## config.mk

```make
export PLATFORM = sky130hd
export DESIGN_NAME = lcd_controller
export DESIGN_NICKNAME = d
export VERILOG_FILES = /design/src/rtl/lcd_pkg.sv /design/src/rtl/lcd_xfer_timer.sv /design/src/rtl/lcd_controller.sv
export SDC_FILE = /design/constraint.sdc
export NUM_CORES = 1
export LEC_CHECK = 0
export CAP_MARGIN = 25
export CORE_MARGIN = 10
export CORE_UTILIZATION = 63
export DETAILED_ROUTE_END_ITERATION = 16
export GPL_TIMING_DRIVEN = 0
export PLACE_DENSITY_LB_ADDON = 0.2
export SLEW_MARGIN = 5
export SYNTH_ARGS = -nofsm -noshare
export SYNTH_HDL_FRONTEND = slang
export SYNTH_SLANG_ARGS = --single-unit
```

## constraint.sdc

```tcl
create_clock -name clk -period 3.3 [get_ports clk]
set_input_delay 0.66 -clock clk [delete_from_list [all_inputs] [get_ports clk]]
set_output_delay 0.66 -clock clk [all_outputs]
set_load 0.02 [all_outputs]
```

## src/rtl/lcd_pkg.sv

```systemverilog
// Shared types and HD44780 command codes for the 16x2 character LCD controller.
package lcd_pkg;

    typedef enum logic [2:0] {
        ST_OFF,
        ST_PWR_WAIT,
        ST_INIT,
        ST_SET_LINE1,
        ST_DATA_LINE1,
        ST_SET_LINE2,
        ST_DATA_LINE2
    } lcd_state_t;

    typedef enum logic [1:0] {
        PH_IDLE,
        PH_SETUP,
        PH_ENABLE,
        PH_HOLD
    } xfer_phase_t;

    localparam logic [7:0] CMD_FUNC_SET      = 8'h38;
    localparam logic [7:0] CMD_DISP_ON       = 8'h0C;
    localparam logic [7:0] CMD_DISP_ON_BLINK = 8'h0F;
    localparam logic [7:0] CMD_CLEAR         = 8'h01;
    localparam logic [7:0] CMD_ENTRY         = 8'h06;
    localparam logic [7:0] CMD_LINE1         = 8'h80;
    localparam logic [7:0] CMD_LINE2         = 8'hC0;
    localparam logic [7:0] SPACE_CHAR        = 8'h20;

    // Power-up command list; the display-on code is chosen by the caller.
    function automatic logic [7:0] init_cmd(input logic [1:0] idx, input logic [7:0] disp_cmd);
        case (idx)
            2'd0:    return CMD_FUNC_SET;
            2'd1:    return disp_cmd;
            2'd2:    return CMD_CLEAR;
            default: return CMD_ENTRY;
        endcase
    endfunction

endpackage

```

## src/rtl/lcd_xfer_timer.sv

```systemverilog
// One LCD bus transfer: setup, enable strobe, then post-strobe hold; done marks the last hold cycle.
module lcd_xfer_timer
    import lcd_pkg::*;
#(
    parameter int SETUP_CYC      = 3,
    parameter int EN_HIGH_CYC    = 25,
    parameter int CMD_WAIT_CYC   = 2_500,
    parameter int CLEAR_WAIT_CYC = 100_000
) (
    input  logic       clk,
    input  logic       rst_n,
    input  logic       abort,
    input  logic       start,
    input  logic       rs_in,
    input  logic [7:0] data_in,
    input  logic       long_wait,
    output logic       rs,
    output logic [7:0] bus,
    output logic       en,
    output logic       done
);

    localparam int MAX_A   = (SETUP_CYC > EN_HIGH_CYC) ? SETUP_CYC : EN_HIGH_CYC;
    localparam int MAX_B   = (CMD_WAIT_CYC > CLEAR_WAIT_CYC) ? CMD_WAIT_CYC : CLEAR_WAIT_CYC;
    localparam int MAX_CYC = (MAX_A > MAX_B) ? MAX_A : MAX_B;
    localparam int CW      = $clog2(MAX_CYC + 1);

    xfer_phase_t   phase;
    logic [CW-1:0] cnt;
    logic          long_q;

    // A new start may arrive in the final hold cycle, so back-to-back transfers have no idle gap.
    assign done = (phase == PH_HOLD) && (cnt == '0);

    always_ff @(posedge clk or negedge rst_n) begin
        if (!rst_n) begin
            phase  <= PH_IDLE;
            cnt    <= '0;
            rs     <= 1'b0;
            bus    <= '0;
            en     <= 1'b0;
            long_q <= 1'b0;
        end else if (abort) begin
            phase  <= PH_IDLE;
            cnt    <= '0;
            rs     <= 1'b0;
            bus    <= '0;
            en     <= 1'b0;
            long_q <= 1'b0;
        end else if (start) begin
            phase  <= PH_SETUP;
            cnt    <= CW'(SETUP_CYC - 1);
            rs     <= rs_in;
            bus    <= data_in;
            en     <= 1'b0;
            long_q <= long_wait;
        end else begin
            case (phase)
                PH_SETUP: begin
                    if (cnt == '0) begin
                        en    <= 1'b1;
                        phase <= PH_ENABLE;
                        cnt   <= CW'(EN_HIGH_CYC - 1);
                    end else begin
                        cnt <= cnt - CW'(1);
                    end
                end
                PH_ENABLE: begin
                    if (cnt == '0) begin
                        en    <= 1'b0;
                        phase <= PH_HOLD;
                        cnt   <= long_q ? CW'(CLEAR_WAIT_CYC - 1) : CW'(CMD_WAIT_CYC - 1);
                    end else begin
                        cnt <= cnt - CW'(1);
                    end
                end
                PH_HOLD: begin
                    if (cnt == '0) begin
                        phase <= PH_IDLE;
                    end else begin
                        cnt <= cnt - CW'(1);
                    end
                end
                default: phase <= PH_IDLE;
            endcase
        end
    end

endmodule

```

## src/rtl/lcd_controller.sv

```systemverilog
// HD44780 16x2 controller: character buffer, init/refresh sequencer and sticky error flag.
// Define LCD_CURSOR_BLINK_EN to turn the cursor and blink on during init.
module lcd_controller
    import lcd_pkg::*;
#(
    parameter int POWERUP_CYC    = 1_000_000,
    parameter int EN_HIGH_CYC    = 25,
    parameter int SETUP_CYC      = 3,
    parameter int CMD_WAIT_CYC   = 2_500,
    parameter int CLEAR_WAIT_CYC = 100_000
) (
    input  logic       clk,
    input  logic       resetN,
    input  logic       lcdOnIn,
    input  logic [4:0] writeAddr,
    input  logic [7:0] charCode,
    output logic [7:0] lcdBus,
    output logic       lcdOnOut,
    output logic       lcdReadWriteSel,
    output logic       lcdRsSelect,
    output logic       lcdEnableOut,
    output logic       errorLed
);

`ifdef LCD_CURSOR_BLINK_EN
    localparam logic [7:0] DISP_CMD = CMD_DISP_ON_BLINK;
`else
    localparam logic [7:0] DISP_CMD = CMD_DISP_ON;
`endif

    localparam int PW_W = $clog2(POWERUP_CYC + 1);

    logic [7:0]      buffer [32];
    lcd_state_t      state, nxt_state, tgt_state;
    logic [3:0]      step, nxt_step, tgt_step;
    logic [PW_W-1:0] wait_cnt;
    logic            start, done, xfer_state;
    logic            issue_rs, issue_long;
    logic [7:0]      issue_byte;

    assign lcdReadWriteSel = 1'b0;
    assign xfer_state      = state inside {ST_INIT, ST_SET_LINE1, ST_DATA_LINE1, ST_SET_LINE2, ST_DATA_LINE2};
    assign start           = lcdOnIn && (((state == ST_PWR_WAIT) && (wait_cnt == '0)) || (xfer_state && done));

    always_comb begin
        nxt_state = state;
        nxt_step  = step + 4'd1;
        case (state)
            ST_INIT:       if (step == 4'd3) begin nxt_state = ST_SET_LINE1; nxt_step = 4'd0; end
            ST_SET_LINE1:  begin nxt_state = ST_DATA_LINE1; nxt_step = 4'd0; end
            ST_DATA_LINE1: if (step == 4'd15) nxt_state = ST_SET_LINE2;
            ST_SET_LINE2:  begin nxt_state = ST_DATA_LINE2; nxt_step = 4'd0; end
            ST_DATA_LINE2: if (step == 4'd15) nxt_state = ST_SET_LINE1;
            default:       ;
        endcase
    end

    // The byte handed to the timer belongs to the state/step being entered; data bytes are read here.
    always_comb begin
        tgt_state  = (state == ST_PWR_WAIT) ? ST_INIT : nxt_state;
        tgt_step   = (state == ST_PWR_WAIT) ? 4'd0 : nxt_step;
        issue_byte = '0;
        issue_rs   = 1'b0;
        issue_long = 1'b0;
        case (tgt_state)
            ST_INIT: begin
                issue_byte = init_cmd(tgt_step[1:0], DISP_CMD);
                issue_long = (tgt_step[1:0] == 2'd2);
            end
            ST_SET_LINE1:  issue_byte = CMD_LINE1;
            ST_SET_LINE2:  issue_byte = CMD_LINE2;
            ST_DATA_LINE1: begin issue_byte = buffer[{1'b0, tgt_step}]; issue_rs = 1'b1; end
            ST_DATA_LINE2: begin issue_byte = buffer[{1'b1, tgt_step}]; issue_rs = 1'b1; end
            default:       ;
        endcase
    end

    always_ff @(posedge clk or negedge resetN) begin
        if (!resetN) begin
            for (int i = 0; i < 32; i++) buffer[i] <= SPACE_CHAR;
            errorLed <= 1'b0;
            lcdOnOut <= 1'b0;
        end else begin
            lcdOnOut <= lcdOnIn;
            if (charCode < SPACE_CHAR) begin
                buffer[writeAddr] <= SPACE_CHAR;
                errorLed          <= 1'b1;
            end else begin
                buffer[writeAddr] <= charCode;
            end
        end
    end

    always_ff @(posedge clk or negedge resetN) begin
        if (!resetN) begin
            state    <= ST_OFF;
            step     <= '0;
            wait_cnt <= '0;
        end else if (!lcdOnIn) begin
            state    <= ST_OFF;
            step     <= '0;
            wait_cnt <= '0;
        end else begin
            case (state)
                ST_OFF: begin
                    state    <= ST_PWR_WAIT;
                    wait_cnt <= PW_W'(POWERUP_CYC - 1);
                end
                ST_PWR_WAIT: begin
                    if (wait_cnt == '0) begin
                        state <= ST_INIT;
                        step  <= '0;
                    end else begin
                        wait_cnt <= wait_cnt - PW_W'(1);
                    end
                end
                ST_INIT, ST_SET_LINE1, ST_DATA_LINE1, ST_SET_LINE2, ST_DATA_LINE2: begin
                    if (done) begin
                        state <= nxt_state;
                        step  <= nxt_step;
                    end
                end
                default: begin
                    state <= ST_OFF;
                    step  <= '0;
                end
            endcase
        end
    end

    lcd_xfer_timer #(
        .SETUP_CYC      (SETUP_CYC),
        .EN_HIGH_CYC    (EN_HIGH_CYC),
        .CMD_WAIT_CYC   (CMD_WAIT_CYC),
        .CLEAR_WAIT_CYC (CLEAR_WAIT_CYC)
    ) u_xfer (
        .clk       (clk),
        .rst_n     (resetN),
        .abort     (!lcdOnIn),
        .start     (start),
        .rs_in     (issue_rs),
        .data_in   (issue_byte),
        .long_wait (issue_long),
        .rs        (lcdRsSelect),
        .bus       (lcdBus),
        .en        (lcdEnableOut),
        .done      (done)
    );

endmodule

```

==> qor.yml <==
global_routing:
  antenna_found_initial: 0
  grt_first_pass_wirelength_um: 74800
  grt_pass1_vias: 13027
  grt_use_total: 0.309
  grt_max_degree: 120
  grt_overflow: 0
drt:
  postRouteAntennaNets: 0
  first_iter_violations: 1680
  wl_um: 48500
  dr.pass1.iters: 6
  drc_errors: 0
  routedWlPerCell_um: 24.4
  vias: 13270
  vias_per_cell: 6.66
clock_tree:
  clkLatencyLatePin_ns: 0.53
  numClockSinks: 315
  numCtsBuffers: 34
  clkTransAtPathRegs_ns: 0.07
  clockBufferDepth: 3
  cts_htree_levels: 2
  cts_hold_buf: 0
  cts_root_buf: "clkbuf_16"
  cts_tree: "yes"
logic_synthesis:
  synth-edff-count: 0
  synth_most_common_cell: "dfrtp_1"
  netlist_instances: 1574
  yosysSeqAreaShare: 0.513
  ys.flop_type: "dfrtp_1"
  synthArstFlopShare: 1.00
  yosys_warnings: 0
  synth.top_cells.by_count: "283 x dfrtp_1, 237 x nand2_1, 222 x o21ai_0, 122 x nor2_1, 117 x mux2_2"
  yosysTopAreaCell: "dfrtp_1"
  syn-cell-area_um2: 15400
  yosysUniqueCellTypes: 80
  synth_top_cell_area_share: 0.459
  syn-num-nets: 1602
  synth_area_leaders: "dfrtp_1 46%, mux2_2 8.5%, o21ai_0 7.2%"
  ys_seq_elements: 315
  synth_area_per_cell_um2: 9.81
power_and_ir_drop:
  power_mw: 14.1
  leakage_nw: 7.52
  powerDensity_nw_per_um2: 807
  irDropWorstVdd_uv: 487
sta:
  worst_slew_pin_slew_ns: 0.874
  maxSlewViolCount: 0
  period_minus_slack_ns: 3.21
  hold_viol: 0
  finalSetupViolCount: 0
  slew_headroom: 0.415
  skew_ns: 0.0205
  whs_ns: 0.178
  min_period_over_period: 0.974
  clock.fmax_ghz: 0.311
  rsz0062_at_grt: "no"
critical_path:
  crit_fanout: 10
  end_kind: "register"
  rrSetupSlack_ns: 0.09
  cp.arrival_ns: 3.62
  endpoint: "u_xfer.bus[2]"
  r2r_end: "u_xfer.bus[2]"
  required_ns: 3.70
  r2r.worst_path.cells: 9
  crit_path_start: "step[0]"
  r2r_start: "step[0]"
  crit_type: "register to register"
  start_kind: "register"
die:
  core_region_area_um2: 24200
  ios: 29
  placementRows: 57
  die_w_um: 177
  die_y_um: 177
  dieArea_um2: 31200
  start_util: 0.637
place:
  post-place-cells: 1927
  placed_area_um2: 16200
  hpwl_um: 33000
  gp_congestion: 0.982
  port_buffers: 27
final_layout:
  areaGrowthSynthToFinish_pct: 13.4
  drive_above_1_share: 0.173
  stdcell_area_um2: 17500
  nets: 1670
  finalNonFillerCells: 1991
  antennaDiodeCount: 0
worst_hold_path:
  hp-class: "primary input to async pin"
outcome:
  outcome: "finished, final reports clean"
run:
  cap_violations: 0
layer usage:
| metal | part of all wire | global-route usage | up-vias |
|---|---|---|---|
| met3 | 0.10 | 0.0861 | 209 |
| li1 | - | - | 5797 |
| met5 | 0 | 0 | - |
| met4 | 0.058 | 0.164 | 0 |
| met1 | 0.38 | 0.386 | 6482 |
| met2 | 0.46 | 0.481 | 782 |
where the power goes:
part / switching [mW] / internal, mW / total [mW]
registers: 0.510 / 4.70 / 5.21
clock network: 1.60 / 2.56 / 4.16
logic: 3.06 / 1.69 / 4.76
total: 5.17 / 8.96 / 14.1
final cells by class:
cell class / instances / area (µm²)
Timing Repair Buffer: 32 / 365
Multi-Input combinational cell: 1129 / 7030
Clock inverter: 10 / 179
Fill cell: 1818 / 6730
Inverter: 16 / 60.1
Buffer: 114 / 518
Clock buffer: 51 / 1040
Tap cell: 324 / 405
Sequential cell: 315 / 7920
worst min path at each step:
stage | to | cells past startpoint | start | slack [ns]
2_1_floorplan | buffer[0] | 0 | resetN | 0.36
6_report | wait_cnt[2] | 1 | resetN | 0.18
3_3_place_gp | errorLed | 1 | errorLed | 0.45
3_5_place_dp | errorLed | 1 | errorLed | 0.46
5_1_grt | wait_cnt[3] | 1 | resetN | 0.24
4_1_cts | wait_cnt[19] | 1 | resetN | 0.22
worst max-delay path, stage by stage (launching register included):
cell and delay (ns):
dfrtp_1 0.34, buf_2 0.32, buf_2 0.43, buf_2 0.53, buf_2 0.45, nand3_1 0.27
o221ai_2 0.34, o311ai_0 0.18, o21ai_0 0.12, o211ai_1 0.10
timing repair:
action                     4_1_cts  5_1_grt
gates cloned                     0        0
resized for setup                6       34
buffers inserted                 0        2
pin swaps                        0        2
setup endpoints to repair        8        8
sequential cells by signal, indices dropped and copies added, names as in the netlist:
signal,count
buffer,256
wait_cnt,20
u_xfer.cnt,17
u_xfer.bus,8
step,4
state,3
u_xfer.phase,2
errorLed,1
lcdOnOut,1
u_xfer.en,1
u_xfer.long_q,1
u_xfer.rs,1
through the flow:
step / setup TNS [ns] / setup WS [ns] / util
detailed placement: -1.46 / -0.328 / 0.667
global route: 0 / 0.0147 / 0.722
CTS: -0.170 / -0.0724 / 0.718
floorplan: 0 / 0.835 / -
finish: 0 / 0.0866 / 0.722
global placement: -3597.70 / -11.87 / 0.665
cell families after synthesis:
logic type / share of synthesized area
compound gates: 0.179
xor+xnor: 0.00227
fa+ha+maj: 0.00973
buf+inv: 0.0361
flops: 0.513
mux: 0.111
other cells: 0.000243
simple gates: 0.148
placed cells by master, fill, tap and decap left out, types with 7 or more instances in the layout:
cell type,count
a211oi_1,9
a21oi_1,72
a22oi_1,12
a31oi_1,7
and2_1,7
buf_2,20
clkbuf_1,78
clkbuf_16,35
clkbuf_2,13
clkbuf_8,10
clkdlybuf4s50_1,26
dfrtp_1,282
dfstp_2,32
ha_1,12
inv_1,15
mux2_2,117
mux2i_1,33
nand2_1,236
nand2b_1,10
nand3_1,21
nand4_1,7
nor2_1,120
nor2b_1,11
nor3_1,34
nor4_1,11
o211ai_1,11
o21ai_0,222
o221ai_1,21
o22ai_1,25
o31ai_1,9
or3_1,7
(Power assumes the default switching activity.)
